==> src/rtl/oven_pkg.sv <==
// oven_pkg: definitions shared by the oven front end and the setpoint block.
//   oven_state_e     key-conditioner FSM states
//   DEF_*            default timing constants, in clk cycles
//   max_int()        helper for sizing counters from several parameters
package oven_pkg;

  typedef enum logic [2:0] {
    IDLE,
    PEND0,
    PEND1,
    HOLD0,
    HOLD1,
    WAIT_REL
  } oven_state_e;

  localparam int DEF_DEBOUNCE_CYCLES = 500000;
  localparam int DEF_CHORD_WINDOW    = 2500000;
  localparam int DEF_REPEAT_DELAY    = 25000000;
  localparam int DEF_REPEAT_RATE     = 5000000;

  function automatic int max_int(input int a, input int b);
    return (a > b) ? a : b;
  endfunction

endpackage

==> src/rtl/key_debounce.sv <==
// key_debounce: 2-FF synchroniser plus debouncer for one active-low raw key.
//   clk    system clock
//   rst    synchronous active-high reset
//   key_n  raw asynchronous key, 0 = pressed
//   held   debounced level, 1 = pressed
// The held level flips only after DEBOUNCE_CYCLES consecutive synchronised
// samples disagree with it; a single agreeing sample restarts the count.
module key_debounce
  import oven_pkg::*;
#(
  parameter int DEBOUNCE_CYCLES = DEF_DEBOUNCE_CYCLES
) (
  input  logic clk,
  input  logic rst,
  input  logic key_n,
  output logic held
);

  localparam int              DB_W    = $clog2(DEBOUNCE_CYCLES) + 1;
  localparam logic [DB_W-1:0] DB_LAST = DB_W'(DEBOUNCE_CYCLES - 1);

  logic            sync_p0;
  logic            sync_p1;
  logic [DB_W-1:0] db_cnt;
  logic            pressed;

  function automatic logic [DB_W-1:0] sat_inc(input logic [DB_W-1:0] v);
    return (&v) ? v : v + 1'b1;
  endfunction

  assign pressed = ~sync_p1;

  always_ff @(posedge clk) begin
    if (rst) begin
      // Synchroniser comes out of reset in the released state.
      sync_p0 <= 1'b1;
      sync_p1 <= 1'b1;
      db_cnt  <= '0;
      held    <= 1'b0;
    end else begin
      // Stage p0/p1: metastability filter on the raw key.
      sync_p0 <= key_n;
      sync_p1 <= sync_p0;
      // Debounce stage on the synchronised level.
      if (pressed == held) begin
        db_cnt <= '0;
      end else if (db_cnt == DB_LAST) begin
        held   <= pressed;
        db_cnt <= '0;
      end else begin
        db_cnt <= sat_inc(db_cnt);
      end
    end
  end

endmodule

==> src/rtl/oven_key_conditioner.sv <==
// oven_key_conditioner: turns the two raw oven keys into one-cycle commands.
//   clk            system clock
//   rst            synchronous active-high reset
//   key0, key1     raw active-low keys (increment / decrement)
//   inc_pulse      one-cycle increment command (tap, window expiry, repeat)
//   dec_pulse      one-cycle decrement command
//   confirm_pulse  one-cycle command for a two-key chord
//   key0_held      debounced key0 level, 1 = pressed
//   key1_held      debounced key1 level, 1 = pressed
// A lone press is held back for CHORD_WINDOW cycles so a staggered chord never
// emits a step; after the window the step fires and auto-repeat begins.
module oven_key_conditioner
  import oven_pkg::*;
#(
  parameter int DEBOUNCE_CYCLES = DEF_DEBOUNCE_CYCLES,
  parameter int CHORD_WINDOW    = DEF_CHORD_WINDOW,
  parameter int REPEAT_DELAY    = DEF_REPEAT_DELAY,
  parameter int REPEAT_RATE     = DEF_REPEAT_RATE
) (
  input  logic clk,
  input  logic rst,
  input  logic key0,
  input  logic key1,
  output logic inc_pulse,
  output logic dec_pulse,
  output logic confirm_pulse,
  output logic key0_held,
  output logic key1_held
);

  localparam int CNT_W =
    $clog2(max_int(max_int(CHORD_WINDOW, REPEAT_DELAY), REPEAT_RATE)) + 1;
  localparam logic [CNT_W-1:0] WIN_LAST   = CNT_W'(CHORD_WINDOW - 1);
  localparam logic [CNT_W-1:0] DELAY_LAST = CNT_W'(REPEAT_DELAY - 1);
  localparam logic [CNT_W-1:0] RATE_LAST  = CNT_W'(REPEAT_RATE - 1);

  oven_state_e      state_q, state_d;
  logic [CNT_W-1:0] cnt_q, cnt_d;
  logic             rep_q, rep_d;    // 0: waiting out REPEAT_DELAY, 1: REPEAT_RATE
  logic             inc_d, dec_d, conf_d;
  logic             p0, p1;
  logic             own, other, step, sel1;

  function automatic logic [CNT_W-1:0] sat_inc(input logic [CNT_W-1:0] v);
    return (&v) ? v : v + 1'b1;
  endfunction

  key_debounce #(.DEBOUNCE_CYCLES(DEBOUNCE_CYCLES)) u_db0 (
    .clk   (clk),
    .rst   (rst),
    .key_n (key0),
    .held  (p0)
  );

  key_debounce #(.DEBOUNCE_CYCLES(DEBOUNCE_CYCLES)) u_db1 (
    .clk   (clk),
    .rst   (rst),
    .key_n (key1),
    .held  (p1)
  );

  assign key0_held = p0;
  assign key1_held = p1;

  // Command stage: next state and next pulses from the debounced levels.
  always_comb begin
    state_d = state_q;
    cnt_d   = cnt_q;
    rep_d   = rep_q;
    conf_d  = 1'b0;
    step    = 1'b0;
    sel1    = (state_q == PEND1) || (state_q == HOLD1);
    own     = sel1 ? p1 : p0;
    other   = sel1 ? p0 : p1;

    unique case (state_q)
      IDLE: begin
        cnt_d = '0;
        rep_d = 1'b0;
        if (p0 && p1) begin
          conf_d  = 1'b1;
          state_d = WAIT_REL;
        end else if (p0) begin
          state_d = PEND0;
        end else if (p1) begin
          state_d = PEND1;
        end
      end
      PEND0, PEND1: begin
        // The other key wins over a release in the same cycle.
        if (other) begin
          conf_d  = 1'b1;
          state_d = WAIT_REL;
        end else if (!own) begin
          step    = 1'b1;
          state_d = IDLE;
        end else if (cnt_q == WIN_LAST) begin
          step    = 1'b1;
          state_d = sel1 ? HOLD1 : HOLD0;
          cnt_d   = '0;
          rep_d   = 1'b0;
        end else begin
          cnt_d = sat_inc(cnt_q);
        end
      end
      HOLD0, HOLD1: begin
        if (other) begin
          state_d = WAIT_REL;
        end else if (!own) begin
          state_d = IDLE;
        end else if (cnt_q == (rep_q ? RATE_LAST : DELAY_LAST)) begin
          step  = 1'b1;
          cnt_d = '0;
          rep_d = 1'b1;
        end else begin
          cnt_d = sat_inc(cnt_q);
        end
      end
      WAIT_REL: begin
        if (!p0 && !p1) state_d = IDLE;
      end
      default: state_d = IDLE;
    endcase

    inc_d = step && !sel1;
    dec_d = step && sel1;
  end

  // Output register stage.
  always_ff @(posedge clk) begin
    if (rst) begin
      state_q       <= IDLE;
      cnt_q         <= '0;
      rep_q         <= 1'b0;
      inc_pulse     <= 1'b0;
      dec_pulse     <= 1'b0;
      confirm_pulse <= 1'b0;
    end else begin
      state_q       <= state_d;
      cnt_q         <= cnt_d;
      rep_q         <= rep_d;
      inc_pulse     <= inc_d;
      dec_pulse     <= dec_d;
      confirm_pulse <= conf_d;
    end
  end

endmodule

==> config.mk <==
export PLATFORM = sky130hd
export DESIGN_NAME = oven_key_conditioner
export DESIGN_NICKNAME = d
export VERILOG_FILES = /design/src/rtl/oven_pkg.sv /design/src/rtl/key_debounce.sv /design/src/rtl/oven_key_conditioner.sv
export SDC_FILE = /design/constraint.sdc
export NUM_CORES = 1
export LEC_CHECK = 0
export CORE_MARGIN = 10
export CORE_UTILIZATION = 35
export CTS_BUF_LIST = sky130_fd_sc_hd__clkbuf_4
export CTS_CLUSTER_SIZE = 30
export DETAILED_ROUTE_END_ITERATION = 16
export GPL_TIMING_DRIVEN = 1
export PLACE_DENSITY = 0.59
export SLEW_MARGIN = 20
export SYNTH_ARGS = -nofsm -noshare
export SYNTH_HDL_FRONTEND = slang
export SYNTH_HIERARCHICAL = 1
export SYNTH_SLANG_ARGS = --single-unit
==> constraint.sdc <==
create_clock -name clk -period 2.6 [get_ports clk]
set_input_delay 0.39 -clock clk [delete_from_list [all_inputs] [get_ports clk]]
set_output_delay 0.39 -clock clk [all_outputs]
set_load 0.01 [all_outputs]
# [Yosys cells after proc, flatten, opt, wreduce, memory -nomap -nowiden]
# Cells that the tools add are included.
[classes] n_addsub=3 n_mul=0 div=0 magnitude_cmp=0 eq_ne=21 shift=0 muxes=39 bitwise=4 reduce_logical=22
[op_table] op="$mux W26" count=7
[op_table] op="$pmux W26 S3" count=1
[op_table] op="$add A20 B1 Y20 const B" count=2
[op_table] op="$eq A20 B19 Y1 const B" count=2
[op_table] op="$reduce_and A20 Y1" count=2
[op_table] op="$mux W3" count=10
[op_table] op="$add A26 B1 Y26 const B" count=1
[op_table] op="$eq A26 B22 Y1 const B" count=1
[op_table] op="$eq A26 B25 Y1" count=1
[op_table] op="$reduce_and A26 Y1" count=1
[op_table] op="$mux W25" count=1
[op_table] op="$mux W1" count=16
[op_table] op="$ne A2 B2 Y1 const B" count=7
[op_table] op="$pmux W3 S4" count=1
[op_table] op="$reduce_and A7 Y1" count=1
[op_table] op="$eq A3 B2 Y1 const B" count=2
[op_table] op="$eq A3 B3 Y1 const B" count=2
[op_table] op="$reduce_or A3 Y1" count=2
[op_table] op="$reduce_and A5 Y1" count=1
[op_table] op="$logic_and A1 B1 Y1" count=4
[op_table] op="$ne A4 B2 Y1 const B" count=1
[op_table] op="$ne A4 B4 Y1 const B" count=1
[op_table] op="$not A1 Y1" count=4
[op_table] op="$pmux W1 S2" count=2
[op_table] op="other kinds (11)" count=16
[totals] reg_bits=79 latch_bits=0 ramBits=0 mem_bits_ro=0 input_bits=4 output_inout_bits=5 wordCells=103 memories=0

# [Depth between registers and ports, before layout]
# Gate-level depths: netlist of run 1.
[depth] word_depth=7 mapped_depth=9

# [Cells and area by module]
# Netlist of run 1, hierarchy kept.
[modules_own_cells] module="key_debounce" n_inst=2 cells_per_inst=146 area_per_inst_um2=1213.7
[modules_own_cells] module="oven_key_conditioner" n_inst=1 cells_per_inst=248 area_per_inst_um2=1965.6

# [Worst setup path before layout of run 1]
# OpenSTA, ideal clock, no wires.
[synth_path] kind="register -> register" startpoint="reg u_db0.held" endpoint="reg cnt_q[17]" setup_time_ns=0.115 arrival_ns=2.077 setup_slack_ns=0.408 path_stages_with_launch=8 n_path_buf=1 synth_period_minus_slack_ns=2.192 path_cell_list="dfxtp_1 or4bb_1 o31ai_2 nor2_2 buf_6 or4_4 xor2_1 nor2_2"
[synth_via] elab_chain_len=3 word_cells_on_any_way=7 classes_between="eq/ne: 4; mux: 2; reduce/logical: 1"
[synth_lines] element="start: declaration" line_no="key_debounce.sv:16" text="output logic held"
[synth_lines] element="start signal: assignment" line_no="key_debounce.sv:48" text="held <= pressed;"
[synth_lines] element="$mux W1, on equally long branches" line_no="oven_key_conditioner.sv:74, oven_key_conditioner.sv:73"
[synth_lines] element="$ne A2 B2 Y1 (no source line)"
[synth_lines] element="$reduce_and A5 Y1 (no source line) (*)"
[synth_lines] element="end signal: assignment" line_no="oven_key_conditioner.sv:140" text="cnt_q <= cnt_d;"
[synth_lines] element="end: declaration" line_no="oven_key_conditioner.sv:38" text="logic [CNT_W-1:0] cnt_q, cnt_d;"
# Every way passes the cells marked *; elsewhere a longest branch is shown, timed or not.
# A chain may end at the register's enable or synchronous reset.

# [Worst setup path after layout of run 1]
[layout_path] startpoint="reg cnt_q[0]" endpoint="reg rep_q"
[layout_via] elab_chain_len=3 word_cells_on_any_way=5 classes_between="eq/ne: 4; reduce/logical: 1"
[layout_lines] element="$eq A26 B25 Y1 or $eq A26 B22 Y1 (tied branches)" line_no="oven_key_conditioner.sv:111, oven_key_conditioner.sv:97"
[layout_lines] element="$ne A2 B2 Y1 (no source line)"
[layout_lines] element="$reduce_and A7 Y1 (no source line) (*)"
[layout_lines] element="end signal: assignment" line_no="oven_key_conditioner.sv:141" text="rep_q <= rep_d;"
[layout_lines] element="end: declaration" line_no="oven_key_conditioner.sv:39" text="logic rep_q, rep_d;"
# Marks and branches as above.

==> summary.md, run 1 <==
| Metric | Value |
|---|---|
| Multi-input logic area | 2600 sq um |
| CTS max path bufs | 2 |
| Die H | 132 microns |
| IR drop worst, VDD | 0.000298 V |
| Delay of the slowest critical-path stage | 0.61 ns |
| GR Layer Usage met3 | 3.58% |
| Worst path cell trace | ha_1 -> and4_1 -> nand2_1 -> or4_1 -> maj3_1 -> a211oi_1 -> nor3_1 |
| Period utilization | 91.5% |
| Clk sinks | 79 |
| Initial Util | 36.1% |
| Die Span X | 132 microns |
| Row count | 40 |
| Avg Cell Area, Syn | 8.14 sq um |
| EDFF count, synth | 0 |
| Post-cts resize count | 0 |
| Core area | 12200 sq um |
| Skew-Pair Late Insertion Delay | 0.45 ns |
| Synth Warn # | 6 |
| FF-to-FF setup slack | 0.22 ns |
| CTS buffer count | 9 |
| Worst setup EP type | flop |
| Worst Max-Slew Pin Slew | 0.640 ns |
| Leak pwr | 0.00138 uW |
| Max-cap violations | 0 |
| Drc violations | 0 |
| Met1 usage | 15.4% |
| Buf/Inv on CP | 0 |
| CTS H-tree lvls | 3 |
| Post-CTS setup repair buffer count | 0 |
| Yosys top cell area share | 36.0% |
| Pin count of the biggest net entering global routing | 15 |
| Final-stage net count | 563 |
| Fraction of registers with async set/reset | 0% |
| Clock transition at path regs | 0.11 ns |
| RePlAce Congestion | 0.896 |
| Vias in the first global route | 3769 |
| Synth Instances | 540 |
| Initial antenna violation count | 0 |
| Setup TNS | 0 ns |
| PortBufs | 8 |
| Ys flop type | dfxtp_1 |
| Fillers | 1224 |
| Post-detail-place hpwl | 7810 microns |
| Critical path type | flop to flop |
| P&R area growth vs syn | 10.2% |
| TritonRoute pass-1 iters | 7 |
| Diodes inserted | 0 |
| Total track usage | 12.3% |
| First-pass GRT wire length | 18200 microns |
| Netlist Area Pre-Place | 4390 sq um |
| Setup violators final | 0 |
| M2 GR Usage | 19.5% |
| DRT Wirelength | 10900 microns |
| FF/Latch Area | 1580 sq um |
| I/O pins | 9 |
| CTS root buf | clkbuf_4 |
| CP Launch Type | flop |
| Hold/Removal Path Class | flop to flop |
| Yosys reg bits | 79 |
| Final Hold Viols | 0 |
| Pwr dens | 411 nW/um^2 |
| Slew margin rel. | 57.0% |
| Grt peak-use layer | met2 |
| Count of different cell masters after synthesis | 58 |
| TritonCTS clock tree | yes |
| Status | finished, final reports clean |
| Post-synthesis sequential area ratio | 36.0% |
| Required time worst endpoint | 2.94 ns |
| CP Max Fanout | 4 |
| Hold Buf Count CTS | 0 |
| Skew final | 0.0192 ns |
| Post-Syn Nets | 547 |
| Area leader, netlist | dfxtp_1 |
| Synth cell count leaders | dfxtp_1, nor2_1, nand2_1 |
| Most frequent cell after synthesis | dfxtp_1 |
| Layout cell share with drive strength beyond 1 | 9.27% |
| Peak Freq | 421 MHz |
| Post-layout util | 39.8% |
| Top cell family by delay on the critical path | simple AND/OR/NAND/NOR gates |
| 1st-iter DRT viols | 438 |
| Largest cells by area after synthesis | dfxtp_1, nor3_1, nor2_1 |
| GR Overflow Total | 0 |
| Max-slew violations | 0 |
| RSZ-0062 raised after global routing | false |
| Die area | 17400 sq um |
| Critical Path AT | 2.72 ns |
| DR WL/cell | 15.0 microns |
| Slowest stage cell on the critical path | or4_1 |
| Final critical-path required period | 2.38 ns |
| Via density | 5.74 |
| Antenna viol nets, final | 0 |
| Vias | 4183 |
## registers in the layout, summed over array words and instances, names as in the netlist
name and flops:
u_db1/sync_p0 1, u_db0/sync_p1 1, inc_pulse 1, u_db1/held 1
state_q 3, u_db1/db_cnt 20, rep_q 1, cnt_q 26
u_db0/held 1, confirm_pulse 1, u_db1/sync_p1 1, dec_pulse 1
u_db0/sync_p0 1, u_db0/db_cnt 20
## where the power goes
part           leakage [uW]  internal [uW]  total [uW]  switching (uW)
logic              0.000676           15.0        35.0            20.1
registers          0.000637           1210        1220            2.14
clock network     0.0000696            306         739             433
## cell type report
cell class | instances | share of cell area [%]
clock inverters | 5 | 1.01
well taps | 168 | 4.34
repair buffers | 30 | 5.07
flip-flops and latches | 79 | 32.7
clock buffers | 11 | 1.71
multi-input cells | 417 | 53.7
inverters | 19 | 1.47
## layer usage
| layer | part of all wire [%] | vias up | wire length [microns] |
|---|---|---|---|
| met5 | 0 | - | 0 |
| met4 | 1.8 | 0 | 195 |
| met1 | 46 | 1960 | 5070 |
| met3 | 5.5 | 18 | 600 |
| li1 | - | 2081 | - |
| met2 | 46 | 124 | 5040 |
## cells in the final DEF (no fill, tap or decap), types with 3 or more instances in the layout
master / Yosys / final
dfxtp_1: 79 / 79
nor2_1: 51 / 51
nand2_1: 42 / 42
nor3_1: 40 / 40
buf_4: 2 / 22
a21oi_1: 21 / 21
nand4_1: 21 / 21
xnor2_1: 20 / 20
o21ai_0: 20 / 20
inv_1: 19 / 19
nand3_1: 19 / 19
a211oi_1: 19 / 19
mux2i_1: 14 / 14
nor4_1: 13 / 13
a31oi_1: 13 / 13
o211ai_1: 13 / 13
or4_1: 12 / 12
or3_1: 12 / 12
and4_1: 11 / 11
clkbuf_4: 0 / 11
and3_1: 9 / 9
clkdlybuf4s50_1: 0 / 8
or2_2: 7 / 7
nor4b_1: 5 / 5
o31ai_1: 5 / 5
xor2_1: 4 / 4
o2111ai_1: 3 / 3
or4b_1: 3 / 3
ha_1: 3 / 3
clkinv_1: 0 / 3
## final timing paths
path	from	endpoint	depth (start not counted)
setup / recovery	cnt_q[0]$_SDFFE_PP0P_	rep_q$_SDFFE_PP0P_	7
hold / removal	u_db0/sync_p0$_SDFF_PP1_	u_db0/sync_p1$_SDFF_PP1_	1
setup reg to reg	cnt_q[0]$_SDFFE_PP0P_	rep_q$_SDFFE_PP0P_	7
hold reg to reg	u_db0/sync_p0$_SDFF_PP1_	u_db0/sync_p1$_SDFF_PP1_	1
## kinds of logic (layout without fill, tap and decap cells)
group,count (synthesis),after routing,synth area share [%]
and+or+nand+nor,262,262,32.7
adders and majority gates,4,4,1.08
buffers and inverters,44,65,4.78
xor gates and xnor gates,24,24,4.78
AOI/OAI and AO/OA,113,113,17.5
DFF,79,79,36.0
muxes,14,14,3.19
## stage by stage
step / std cells / total power (uW) / hold slack (ns) / setup slack [ns] / area (sq um)
6_report: 729 / 1990 / 0.427 / 0.222 / 4840
5_1_grt: 729 / 2070 / 0.465 / 0.112 / 4840
4_1_cts: 729 / 2030 / 0.430 / 0.222 / 4840
3_5_place_dp: 713 / 1280 / 0.401 / 0.234 / 4710
3_3_place_gp: 713 / 1280 / 0.397 / 0.271 / 4710
2_1_floorplan: 540 / 1260 / 0.389 / 0.408 / 4390
No activity file was read; power rests on OpenSTA's default activity.
==> run 2, diff against run 1 <==
Settings changed: CORE_UTILIZATION 35 to 51, PLACE_DENSITY 0.59 to 0.67.
==> run 2 against run 1 <==
  * Clock power decreased by 2%
  * Power down 0.79%
  * Wire length down 5.5%
  * Die area down 27%
==> summary.md, run 2 (synthesized netlist as in run 1, its figures left out) <==
| Metric | Value |
|---|---|
| Vias in the first global route | 3844 (+2.0%) |
| Clk sinks | 79 (unchanged) |
| CTS root buf | clkbuf_4 |
| Seq pwr share | 61.6% (+0.5 points) |
| Top cell family by delay on the critical path | simple AND/OR/NAND/NOR gates |
| Slowest stage cell on the critical path | or4_1 |
| Initial Util | 52.9% (+17 points) |
| DR WL/cell | 15.4 microns (+2.8%) |
| Setup violators final | 0 (unchanged) |
| Buf/Inv on CP | 0 (unchanged) |
| Period utilization | 93.3% (+1.8 points) |
| Status | finished, final reports clean |
| Pin count of the biggest net entering global routing | 15 (unchanged) |
| Row count | 33 (-18%) |
| Pwr dens | 412 nW/um^2 (about the same) |
| Place WS | 0.232 ns (-0.00210 ns) |
| Most frequent cells in the layout | dfxtp_1, nor2_1, nand2_1, nor3_1, buf_4 |
| Via density | 6.21 (+8.3%) |
| Core area | 8300 sq um (-32%) |
| Pint | 1510 uW (-1.4%) |
| CTS max path bufs | 2 (unchanged) |
| Max-slew violations | 0 (unchanged) |
| Layout Cells excl Fill | 670 (-8.1%) |
| Post-cts resize count | 0 (unchanged) |
| Slew margin rel. | 50.8% (-6.1 points) |
| Diodes inserted | 0 (unchanged) |
| CTS H-tree lvls | 3 (unchanged) |
| Vias | 4163 (-0.48%) |
| Clock transition at path regs | 0.13 ns (+0.02 ns) |
| Worst Max-Slew Pin Slew | 0.731 ns (+0.0910 ns) |
| RePlAce Congestion | 0.927 (+3.4%) |
| PortBufs | 8 (unchanged) |
| First-pass GRT wire length | 18200 microns (-0.15%) |
| Setup TNS | 0 ns (unchanged) |
| Worst setup EP type | flop |
| Net Sw Frac | 23.3% (+0.45 points) |
| Hold Buf Count CTS | 0 (unchanged) |
| Initial antenna violation count | 0 (unchanged) |
| Clock share of power | 36.6% (-0.5 points) |
| Skew-Pair Late Insertion Delay | 0.44 ns (about the same) |
| Die area | 12700 sq um (-27%) |
| Sw Pwr | 461 uW (+1.2%) |
| TritonRoute pass-1 iters | 5 (-2) |
| Delay of the slowest critical-path stage | 0.61 ns (about the same) |
| DRT Wirelength | 10300 microns (-5.5%) |
| Critical path type | flop to flop |
| Post-CTS setup repair buffer count | 0 (unchanged) |
| RSZ-0062 raised after global routing | false |
| Most common cell after layout, fill and taps aside | dfxtp_1 |
| Antenna viol nets, final | 0 (unchanged) |
| Worst path cell trace | ha_1 -> and4_1 -> nand2_1 -> or4_1 -> maj3_1 -> a211oi_1 -> nor3_1 |
| 1st-iter DRT viols | 180 (-59%) |
| Power Total | 1970 uW (-0.79%) |
| Final critical-path required period | 2.43 ns (+0.0471 ns) |
| Final Hold Viols | 0 (unchanged) |
| Required time worst endpoint | 2.91 ns (-0.03 ns) |
| Max-cap violations | 0 (unchanged) |
| Combinational share of power | 1.8% (about the same) |
| CP Max Fanout | 4 (unchanged) |
| Final-stage net count | 568 (+0.89%) |
| I/O pins | 9 (unchanged) |
| Total track usage | 16.3% (+4.1 points) |
| Placed instance count | 655 (-8.1%) |
| CP Launch Type | flop |
| Hold/Removal Path Class | flop to flop |
| Layout cell share with drive strength beyond 1 | 10.3% (+1.0 points) |
| P&R area growth vs syn | 9.23% |
| Largest reg by FF count | cnt_q |
| Max FFs per register | 26 (unchanged) |
| Peak Freq | 412 MHz (-1.9%) |
| Die H | 113 microns (-15%) |
| Leak pwr | 0.00140 uW (+1.6%) |
| GR Overflow Total | 0 (unchanged) |
| Setup WS post-layout | 0.175 ns (-0.0471 ns) |
| Die Span X | 113 microns (-15%) |
| TritonCTS clock tree | yes |
| Critical Path AT | 2.73 ns (about the same) |
| Post-detail-place hpwl | 7490 microns (-4.2%) |
| Drc violations | 0 (unchanged) |
| CTS buffer count | 9 (unchanged) |
| Largest regs | cnt_q x26, u_db0/db_cnt x20, u_db1/db_cnt x20 |
| Skew final | 0.0189 ns (-0.000312 ns) |
| IR drop worst, VDD | 0.000231 V (-23%) |
| Post-layout util | 57.8% (+18 points) |
[run 2: routing by layer]
layer	global-route usage (%)	wire length [microns]	share of wire (%)
met2	24.6	4500	44
met4	6.35	141	1.4
met5	0	0	0
met3	3.59	533	5.2
met1	22.1	5130	50
[run 2: path summary, 6_finish.rpt]
| kind | start | endpoint | slack, ns | cells after the start |
|---|---|---|---|---|
| max | cnt_q[0]$_SDFFE_PP0P_ | rep_q$_SDFFE_PP0P_ | 0.17 | 7 |
| min | u_db0/sync_p0$_SDFF_PP1_ | u_db0/sync_p1$_SDFF_PP1_ | 0.42 | 1 |
| max reg2reg | cnt_q[0]$_SDFFE_PP0P_ | rep_q$_SDFFE_PP0P_ | 0.17 | 7 |
| min reg2reg | u_db0/sync_p0$_SDFF_PP1_ | u_db0/sync_p1$_SDFF_PP1_ | 0.42 | 1 |
[run 2: area by class of cell]
type | count | area, sq um
clock inverter | 6 | 62.6
timing repair buffer | 35 | 283
inverter | 19 | 71.3
sequential | 79 | 1580
multi-input combinational | 417 | 2600
tap | 105 | 131
fill | 739 | 3500
clock buffer | 9 | 67.6
[run 2: stage by stage]
step	hold slack, ns	instance area (sq um)
5_1_grt	0.451	4800
2_1_floorplan	0.389	4390
4_1_cts	0.425	4800
3_3_place_gp	0.399	4670
6_report	0.422	4800
3_5_place_dp	0.394	4670
[run 2: power by group through the flow]
| stage | Combinational [uW] | Sequential (uW) | Clock (uW) |
|---|---|---|---|
| after CTS | 35.9 | 1220 | 746 |
| after global placement | 35.3 | 1240 | 0 |
| after floorplan | 19.4 | 1240 | 0 |
| final | 35.7 | 1220 | 723 |
| after detailed placement | 35.7 | 1240 | 0 |
| after global routing | 40.2 | 1220 | 793 |
